File: config.mk
export PLATFORM = sky130hd
export DESIGN_NAME = uart_receiver_flat
export DESIGN_NICKNAME = d
export VERILOG_FILES = /design/src/rtl/uart_parameters.sv /design/src/rtl/uart_rx_pkg.sv /design/src/rtl/uart_rx_if.sv /design/src/rtl/uart_rx_sync.sv /design/src/rtl/uart_receiver.sv /design/src/flat_wrapper.sv
export SDC_FILE = /design/constraint.sdc
export NUM_CORES = 1
export LEC_CHECK = 0
export ABC_CLOCK_PERIOD_IN_PS = 3500
export BUFFER_PORTS_ARGS = -buffer_cell sky130_fd_sc_hd__buf_2
export CAP_MARGIN = 10
export CORE_UTILIZATION = 30
export CTS_CLUSTER_DIAMETER = 100
export DETAILED_ROUTE_END_ITERATION = 10
export PLACE_DENSITY = 0.45
export SYNTH_ARGS = -nofsm -noshare
export SYNTH_HDL_FRONTEND = slang
export SYNTH_HIERARCHICAL = 1
export SYNTH_SLANG_ARGS = --single-unit
File: constraint.sdc
create_clock -name clk -period 3.5 [get_ports clk]
set_input_delay 0.7 -clock clk [delete_from_list [all_inputs] [get_ports clk]]
set_output_delay 0.7 -clock clk [all_outputs]
set_load 0.03 [all_outputs]
File: src/rtl/uart_parameters.sv
// System-wide UART timing constants shared by the transmit and receive paths.
package uart_parameters;
    localparam int CLOCK_FREQ = 1_600_000;
    localparam int BAUD_RATE  = 100_000;
endpackage

File: src/rtl/uart_rx_pkg.sv
// Receive-path types and bit timing derived from the shared UART clock/baud settings.
package uart_rx_pkg;
    import uart_parameters::*;

    localparam int BAUD_LIMIT = CLOCK_FREQ / BAUD_RATE;
    localparam int HALF_LIMIT = BAUD_LIMIT / 2;

    typedef enum logic [2:0] {
        ST_IDLE  = 3'd0,
        ST_START = 3'd1,
        ST_DATA  = 3'd2,
        ST_STOP  = 3'd3,
        ST_BREAK = 3'd4
    } rx_state_e;

    function automatic logic maj3(input logic a, input logic b, input logic c);
        return (a & b) | (a & c) | (b & c);
    endfunction
endpackage

File: src/rtl/uart_rx_if.sv
// Serial line in, received word plus status strobes out.
interface uart_rx_if #(parameter int WORD_SIZE = 8);
    logic                 rx;
    logic [WORD_SIZE-1:0] data_recv;
    logic                 rx_valid_o;
    logic                 rx_frame_err_o;
    logic                 rx_busy_o;

    modport master (output rx, input data_recv, rx_valid_o, rx_frame_err_o, rx_busy_o);
    modport slave  (input rx, output data_recv, rx_valid_o, rx_frame_err_o, rx_busy_o);
endinterface

File: src/rtl/uart_rx_sync.sv
// Two-flop synchroniser for the async rx line; resets to the idle (high) level.
module uart_rx_sync (
    input  logic clk,
    input  logic rst,
    input  logic d_i,
    output logic q_o
);
    logic [1:0] sync_q;

    always_ff @(posedge clk or negedge rst) begin
        if (!rst) sync_q <= 2'b11;
        else      sync_q <= {sync_q[0], d_i};
    end

    assign q_o = sync_q[1];
endmodule

File: src/rtl/uart_receiver.sv
// UART receive path: start/data(MSB first)/stop framing, mid-bit sampling, valid and framing-error strobes.
// Define UART_RX_MAJORITY_EN to take each bit as a 2-of-3 vote around the sample point.
module uart_receiver
    import uart_rx_pkg::*;
#(
    parameter int WORD_SIZE = 8
) (
    input  logic      clk,
    input  logic      rst,
    uart_rx_if.slave  bus
);
    localparam int              BCW      = $clog2(WORD_SIZE);
    localparam logic [BCW-1:0]  LAST_BIT = BCW'(WORD_SIZE - 1);
    localparam logic [15:0]     BAUD_END = 16'(BAUD_LIMIT - 1);

    logic rx_s;
    logic bit_s;

    uart_rx_sync u_sync (.clk(clk), .rst(rst), .d_i(bus.rx), .q_o(rx_s));

`ifdef UART_RX_MAJORITY_EN
    // Vote window is the two preceding rx_s values plus the current one, so
    // the start decision lands one clock later; later bits keep that offset.
    localparam logic [15:0] START_END = 16'(HALF_LIMIT);
    logic [1:0] hist_q;

    always_ff @(posedge clk or negedge rst) begin
        if (!rst) hist_q <= 2'b11;
        else      hist_q <= {hist_q[0], rx_s};
    end

    assign bit_s = maj3(hist_q[1], hist_q[0], rx_s);
`else
    localparam logic [15:0] START_END = 16'(HALF_LIMIT - 1);
    assign bit_s = rx_s;
`endif

    rx_state_e            state_q, state_d;
    logic [15:0]          baud_q, baud_d;
    logic [BCW-1:0]       bit_q, bit_d;
    logic [WORD_SIZE-1:0] shift_q, shift_d;
    logic [WORD_SIZE-1:0] data_q, data_d;
    logic                 valid_q, valid_d;
    logic                 ferr_q, ferr_d;

    always_comb begin
        state_d = state_q;
        baud_d  = baud_q + 16'd1;
        bit_d   = bit_q;
        shift_d = shift_q;
        data_d  = data_q;
        valid_d = 1'b0;
        ferr_d  = 1'b0;
        case (state_q)
            ST_IDLE: begin
                baud_d = '0;
                if (!rx_s) state_d = ST_START;
            end
            ST_START: begin
                if (baud_q == START_END) begin
                    baud_d = '0;
                    if (!bit_s) begin
                        state_d = ST_DATA;
                        bit_d   = '0;
                    end else begin
                        state_d = ST_IDLE;
                    end
                end
            end
            ST_DATA: begin
                if (baud_q == BAUD_END) begin
                    baud_d  = '0;
                    shift_d = {shift_q[WORD_SIZE-2:0], bit_s};
                    if (bit_q == LAST_BIT) state_d = ST_STOP;
                    else                   bit_d   = bit_q + 1'b1;
                end
            end
            ST_STOP: begin
                if (baud_q == BAUD_END) begin
                    baud_d = '0;
                    if (bit_s) begin
                        data_d  = shift_q;
                        valid_d = 1'b1;
                        state_d = ST_IDLE;
                    end else begin
                        ferr_d  = 1'b1;
                        state_d = ST_BREAK;
                    end
                end
            end
            ST_BREAK: begin
                // Only one error per low stretch: stay here until the line recovers.
                baud_d = '0;
                if (rx_s) state_d = ST_IDLE;
            end
            default: begin
                baud_d  = '0;
                state_d = ST_IDLE;
            end
        endcase
    end

    always_ff @(posedge clk or negedge rst) begin
        if (!rst) begin
            state_q <= ST_IDLE;
            baud_q  <= '0;
            bit_q   <= '0;
            shift_q <= '0;
            data_q  <= '0;
            valid_q <= 1'b0;
            ferr_q  <= 1'b0;
        end else begin
            state_q <= state_d;
            baud_q  <= baud_d;
            bit_q   <= bit_d;
            shift_q <= shift_d;
            data_q  <= data_d;
            valid_q <= valid_d;
            ferr_q  <= ferr_d;
        end
    end

    assign bus.data_recv      = data_q;
    assign bus.rx_valid_o     = valid_q;
    assign bus.rx_frame_err_o = ferr_q;
    assign bus.rx_busy_o      = (state_q != ST_IDLE);
endmodule

File: src/flat_wrapper.sv
// flat-port wrapper written by rule: the top's interface ports become plain ports
module uart_receiver_flat import uart_rx_pkg::*;
#(
    parameter int WORD_SIZE = 8
)
  (clk, rst, bus_rx, bus_data_recv, bus_rx_valid_o, bus_rx_frame_err_o, bus_rx_busy_o);
  uart_rx_if #(.WORD_SIZE(WORD_SIZE)) bus_i ();
  input  logic clk;
  input  logic rst;
  input wire logic [$bits(bus_i.rx)-1:0] bus_rx;
  output wire logic [$bits(bus_i.data_recv)-1:0] bus_data_recv;
  output wire logic [$bits(bus_i.rx_valid_o)-1:0] bus_rx_valid_o;
  output wire logic [$bits(bus_i.rx_frame_err_o)-1:0] bus_rx_frame_err_o;
  output wire logic [$bits(bus_i.rx_busy_o)-1:0] bus_rx_busy_o;
  assign bus_i.rx = bus_rx;
  assign bus_data_recv = bus_i.data_recv;
  assign bus_rx_valid_o = bus_i.rx_valid_o;
  assign bus_rx_frame_err_o = bus_i.rx_frame_err_o;
  assign bus_rx_busy_o = bus_i.rx_busy_o;
  uart_receiver #(.WORD_SIZE(WORD_SIZE)) u_core (.clk(clk), .rst(rst), .bus(bus_i));
endmodule
; ---- After elaboration in Yosys (flattened, before gate mapping)
; Cells that the tools add are included.
[op_classes]
addsub = 2
n_eq_ne = 15
n_mux = 23
n_reduce_logical = 8
[op_table]
columns = operator, count
row1 = two-way mux 3 bit, 11
row2 = two-way mux 16 bit, 2
row3 = one-hot mux 16 bit (2 select lines), 1
row4 = adder 16 x 1 -> 16 bit (second input constant), 1
row5 = == test 16 x 3 -> 1 bit (second input constant), 1
row6 = == test 16 x 4 -> 1 bit (second input constant), 1
row7 = one-hot mux 3 bit (5 select lines), 1
row8 = != test 2 x 1 -> 1 bit (second input constant), 4
row9 = != test 2 bit (second input constant), 4
row10 = == test 3 x 2 -> 1 bit (second input constant), 2
row11 = == test 3 bit (second input constant), 2
row12 = two-way mux 1 bit, 6
row13 = one-hot mux 3 bit (2 select lines), 1
row14 = AND reduction 6 bit, 1
row15 = AND reduction 5 bit, 1
row16 = adder 3 x 1 -> 3 bit (second input constant), 1
row17 = == test 3 x 1 -> 1 bit (second input constant), 1
row18 = logical NOT 3 bit, 1
row19 = AND reduction 3 bit, 1
row20 = nonzero test 3 bit, 1
row21 = two-way mux 2 bit, 1
row22 = AND reduction 2 bit, 1
row23 = nonzero test 2 bit, 1
row24 = OR reduction 2 bit, 1
[word_totals]
reg_bits = 42
inputBits = 3
output_inout_bits = 11
word_cells = 56

; ---- Depth between registers and ports, before layout
[depth]
depth_word = 4
depth_mapped = 7
mapped_depth_nobuf = 6

; ---- Cells and area by module
; The synthesis kept the hierarchy.
[by_module_without_submodules]
columns = module, instances, cells_per_inst, area_per_inst_um2, seq_area_each_um2
row1 = uart_receiver, 1, 168, 1961.9, 1001.0
row2 = uart_rx_sync, 1, 2, 52.6, 52.6

; ---- Worst setup path after synthesis
; No wires, ideal clock.
[synth_path]
kind = register -> register
from = reg u_core.baud_q[0]
to = reg u_core.data_q[0], in the netlist u_core/bus.data_recv[0]
setup_ps = 125
t_arrival_ps = 1865
required_ps = 3375
setup_slack_ps = 1510
path_stages_with_launch = 7
path_buffers = 1
period_less_slack_ps = 1990
path_cell_list = dfrtp_1 -> ha_1 -> and3_1 -> buf_2 -> nand4_4 -> nor3_4 -> mux2_4
[synth_between]
elab_chain_len = 2
[synth_lines]
columns = element, line_no
row1 = start: declaration, uart_receiver.sv:39  ; logic [15:0] baud_q, baud_d;
row2 = start signal: assignment, uart_receiver.sv:114  ; baud_q <= baud_d;
row3 = == test 16 x 4 -> 1 bit, uart_receiver.sv:79  ; if (baud_q == BAUD_END) begin
row4 = AND reduction 3 bit (no source line), --
row5 = end signal: assignment, uart_receiver.sv:117  ; data_q <= data_d;
row6 = end: declaration, uart_receiver.sv:42  ; logic [WORD_SIZE-1:0] data_q, data_d;
; No other way between the ends.
; A chain may end at the register's enable or synchronous reset.

; ---- Final worst setup path
[layout_path]
from = reg u_core.baud_q[0]
to = reg u_core.data_q[2], in the netlist u_core/bus.data_recv[2]
; The elaborated chain is that of the path after synthesis.

==> impl_metrics.tcl <==
set metrics [dict create \
    synth_area_leaders "dfrtp_1, mux2_4, mux2_2" \
    power.leakage_uw 0.00100 \
    antenna_found_initial 0 \
    power.share.clock 0.295 \
    dr.pass1.iters 7 \
    overflow 0 \
    finish.net_count 190 \
    place.gp.congestion 0.742 \
    reg2regPathDepth 5 \
    die_area_um2 7050 \
    finalCritPeriodShare 0.631 \
    min-delay-path-class "register to register" \
    rows 29 \
    slew_viol_final 0 \
    grt_max_degree 43 \
    worstPathRequired_ps 3690 \
    crit_path_top_delay_cell "nor3_4" \
    endpoint_kind "register" \
    pwr-share-seq 0.530 \
    powerDensity_nw_per_um2 487 \
    layout-drive-gt1-share 0.249 \
    fin_hold_ws_ps 361 \
    period_minus_slack_ps 2210 \
    die-height_um 83.9 \
    io_pins 14 \
    antenna-diode-count 0 \
    worstSetupPathType "register to register" \
    coreArea_um2 6420 \
    vias 1323 \
    syn_area_um2 2010 \
    start_util 0.314 \
    cts_buffer_depth 2 \
    syn_to_final_growth_pct 11.0 \
    crit_path_cell_trace "ha_1, and3_1, nand4_4, nor3_4, mux2_4" \
    rsz0062_at_grt "no" \
    clk_latency_ps 300 \
    fin_skew_ps 6.13 \
    synth_warnings 6 \
    post_cts_buffers 0 \
    final_util 0.348 \
    pwr-share-comb 0.175 \
    path_max_fanout 9 \
    cts_tree "done" \
    yosys.cell_types.count 38 \
    synth_nets 176 \
    finalSetupViolCount 0 \
    portBuffers 13 \
    p_sw_frac 0.328 \
    grt_pass1_wl_mm 6.12 \
    grt_pass1_vias 1240 \
    yosysTopAreaCell "dfrtp_1" \
    synthCells 170 \
    cts_buffers 5 \
    clock_sinks 42 \
    grt_use_total 0.114 \
    cp_top_family "simple AND/OR/NAND/NOR gates" \
    cts_root_buf "clkbuf_8" \
    synth_seq_cells 42 \
    setup.reg_to_reg.worst_slack_ps 1290 \
    wl_mm 3.66 \
    clk_pin_slew_ps 80 \
    path_depth 5 \
    slew_headroom 0.382 \
    max_freq_mhz 453 \
    status "finished, violations left" \
    maxCapViolCount 0 \
    htreeDepth 2 \
    internal_power_uw 732 \
    fin_tns_setup_ps 0 \
    path_buf_inv 0 \
    post-route-drc-count 2 \
    worst_slew_pin_slew_ps 927 \
    drt_iter0_drc 81 \
    ctsResizeCount 0 \
    slowest_delay_ps 570 \
    yosysSeqAreaShare 0.523 \
    dp_hpwl_mm 2.49 \
    violations "design-rule violations" \
    timing.final.hold_violations 0 \
    crit_arrival_ps 2400 \
    postCtsHoldBufs 0 \
    synth_top_area_frac 0.497 \
    routedWlPerCell_um 14.0 \
    critPathLaunchType "register" \
    hold_path_depth 0 \
    ir_drop_mv 0.194 \
    drtAntennaViolNets 0 \
    switchingPower_uw 357 \
    avgSynthCellArea_um2 11.8 \
    viasPerCell 5.05 \
    p_total_uw 1090 \
    die_w_um 83.9 \
]
==> worst paths after layout <==
kind                                              start                 endpoint
worst max-delay path                   u_core/baud_q[0]  u_core/bus.data_recv[2]
worst min register to register  u_core/u_sync/sync_q[0]  u_core/u_sync/sync_q[1]
worst max register to register         u_core/baud_q[0]  u_core/bus.data_recv[2]
max in group asynchronous                           rst  u_core/bus.data_recv[6]
min in group asynchronous                           rst        u_core/baud_q[14]
worst min-delay path            u_core/u_sync/sync_q[0]  u_core/u_sync/sync_q[1]
==> per-layer routing <==
metal,vias up,track usage,part of all wire,routed length [um]
met3,8,0.0356,0.035,127
li1,637,-,-,-
met1,651,0.150,0.49,1810
met4,0,0.0470,0.019,71
met5,-,0,0,0
met2,27,0.172,0.45,1650
==> power by group through the flow <==
stage	combinational (uW)	clock, uW	sequential (uW)
2_1_floorplan	167	0	555
3_3_place_gp	189	0	585
3_5_place_dp	191	0	587
4_1_cts	193	336	577
5_1_grt	212	358	587
6_report	191	321	577
==> flip-flops by register name, indices dropped and copies added (netlist names) <==
signal / cells
u_core/baud_q: 16
u_core/bit_q: 3
u_core/bus.data_recv: 8
u_core/bus.rx_frame_err_o: 1
u_core/bus.rx_valid_o: 1
u_core/shift_q: 8
u_core/state_q: 3
u_core/u_sync/sync_q: 2
==> per-stage QoR <==
stage               instance area (um2)  worst slack [ps]  instances
CTS                                2240              1260        262
floorplan                          2010              1510        170
detailed placement                 2150              1280        254
global route                       2240              1120        262
finish                             2240              1290        262
global placement                   2150              1350        254
==> cells by family after synthesis <==
logic type      after synthesis  synth area share
simple gates                 70             0.222
compound gates               14            0.0447
mux                          17             0.109
xor+xnor                     13            0.0565
buf+inv                      11            0.0261
flops                        42             0.523
fa+ha+maj                     3            0.0186
==> layout by cell type, fill, tap and decap left out, types with 3 or more instances in the layout <==
cell,netlist,final
buf_2,3,13
o21ai_0,3,3
clkbuf_8,0,5
nor4_4,3,3
ha_1,3,3
mux2_4,8,8
nor3_1,4,4
nor4_1,5,5
nand2_1,7,7
nand2b_1,3,3
a21oi_1,3,3
nor2_1,18,18
dfrtp_1,40,40
nand3_1,11,11
nand4_1,6,6
inv_1,4,4
xnor2_1,9,9
mux2_2,8,8
xor2_1,4,4
==> Yosys cell counts, drive strengths merged <==
master	n
dfrtp	40
a31oi	1
o21ai	3
nand4	7
nand3	11
dfstp	2
mux2	16
xnor2	9
nor4	8
a211o	1
a32oi	1
nor2	18
and3b	1
xor2	4
a21oi	3
o211ai	2
nand2	7
nor3b	1
nor3	6
ha	3
a22oi	1
o31ai	1
buf	4
nor2b	2
or3	2
mux2i	1
or4	1
nand2b	3
clkbuf	3
and4	2
inv	4
o22ai	1
and3	1
==> cell type report <==
cell class              instances  area [um2]
fillers                       626        4190
flip-flops and latches         42        1050
multi-input cells             117         908
well taps                      77        96.3
repair buffers                 14        72.6
clock buffers                   5        68.8
clock inverters                 3        21.3
inverters                       4        15.0
(Power assumes the default switching activity.)
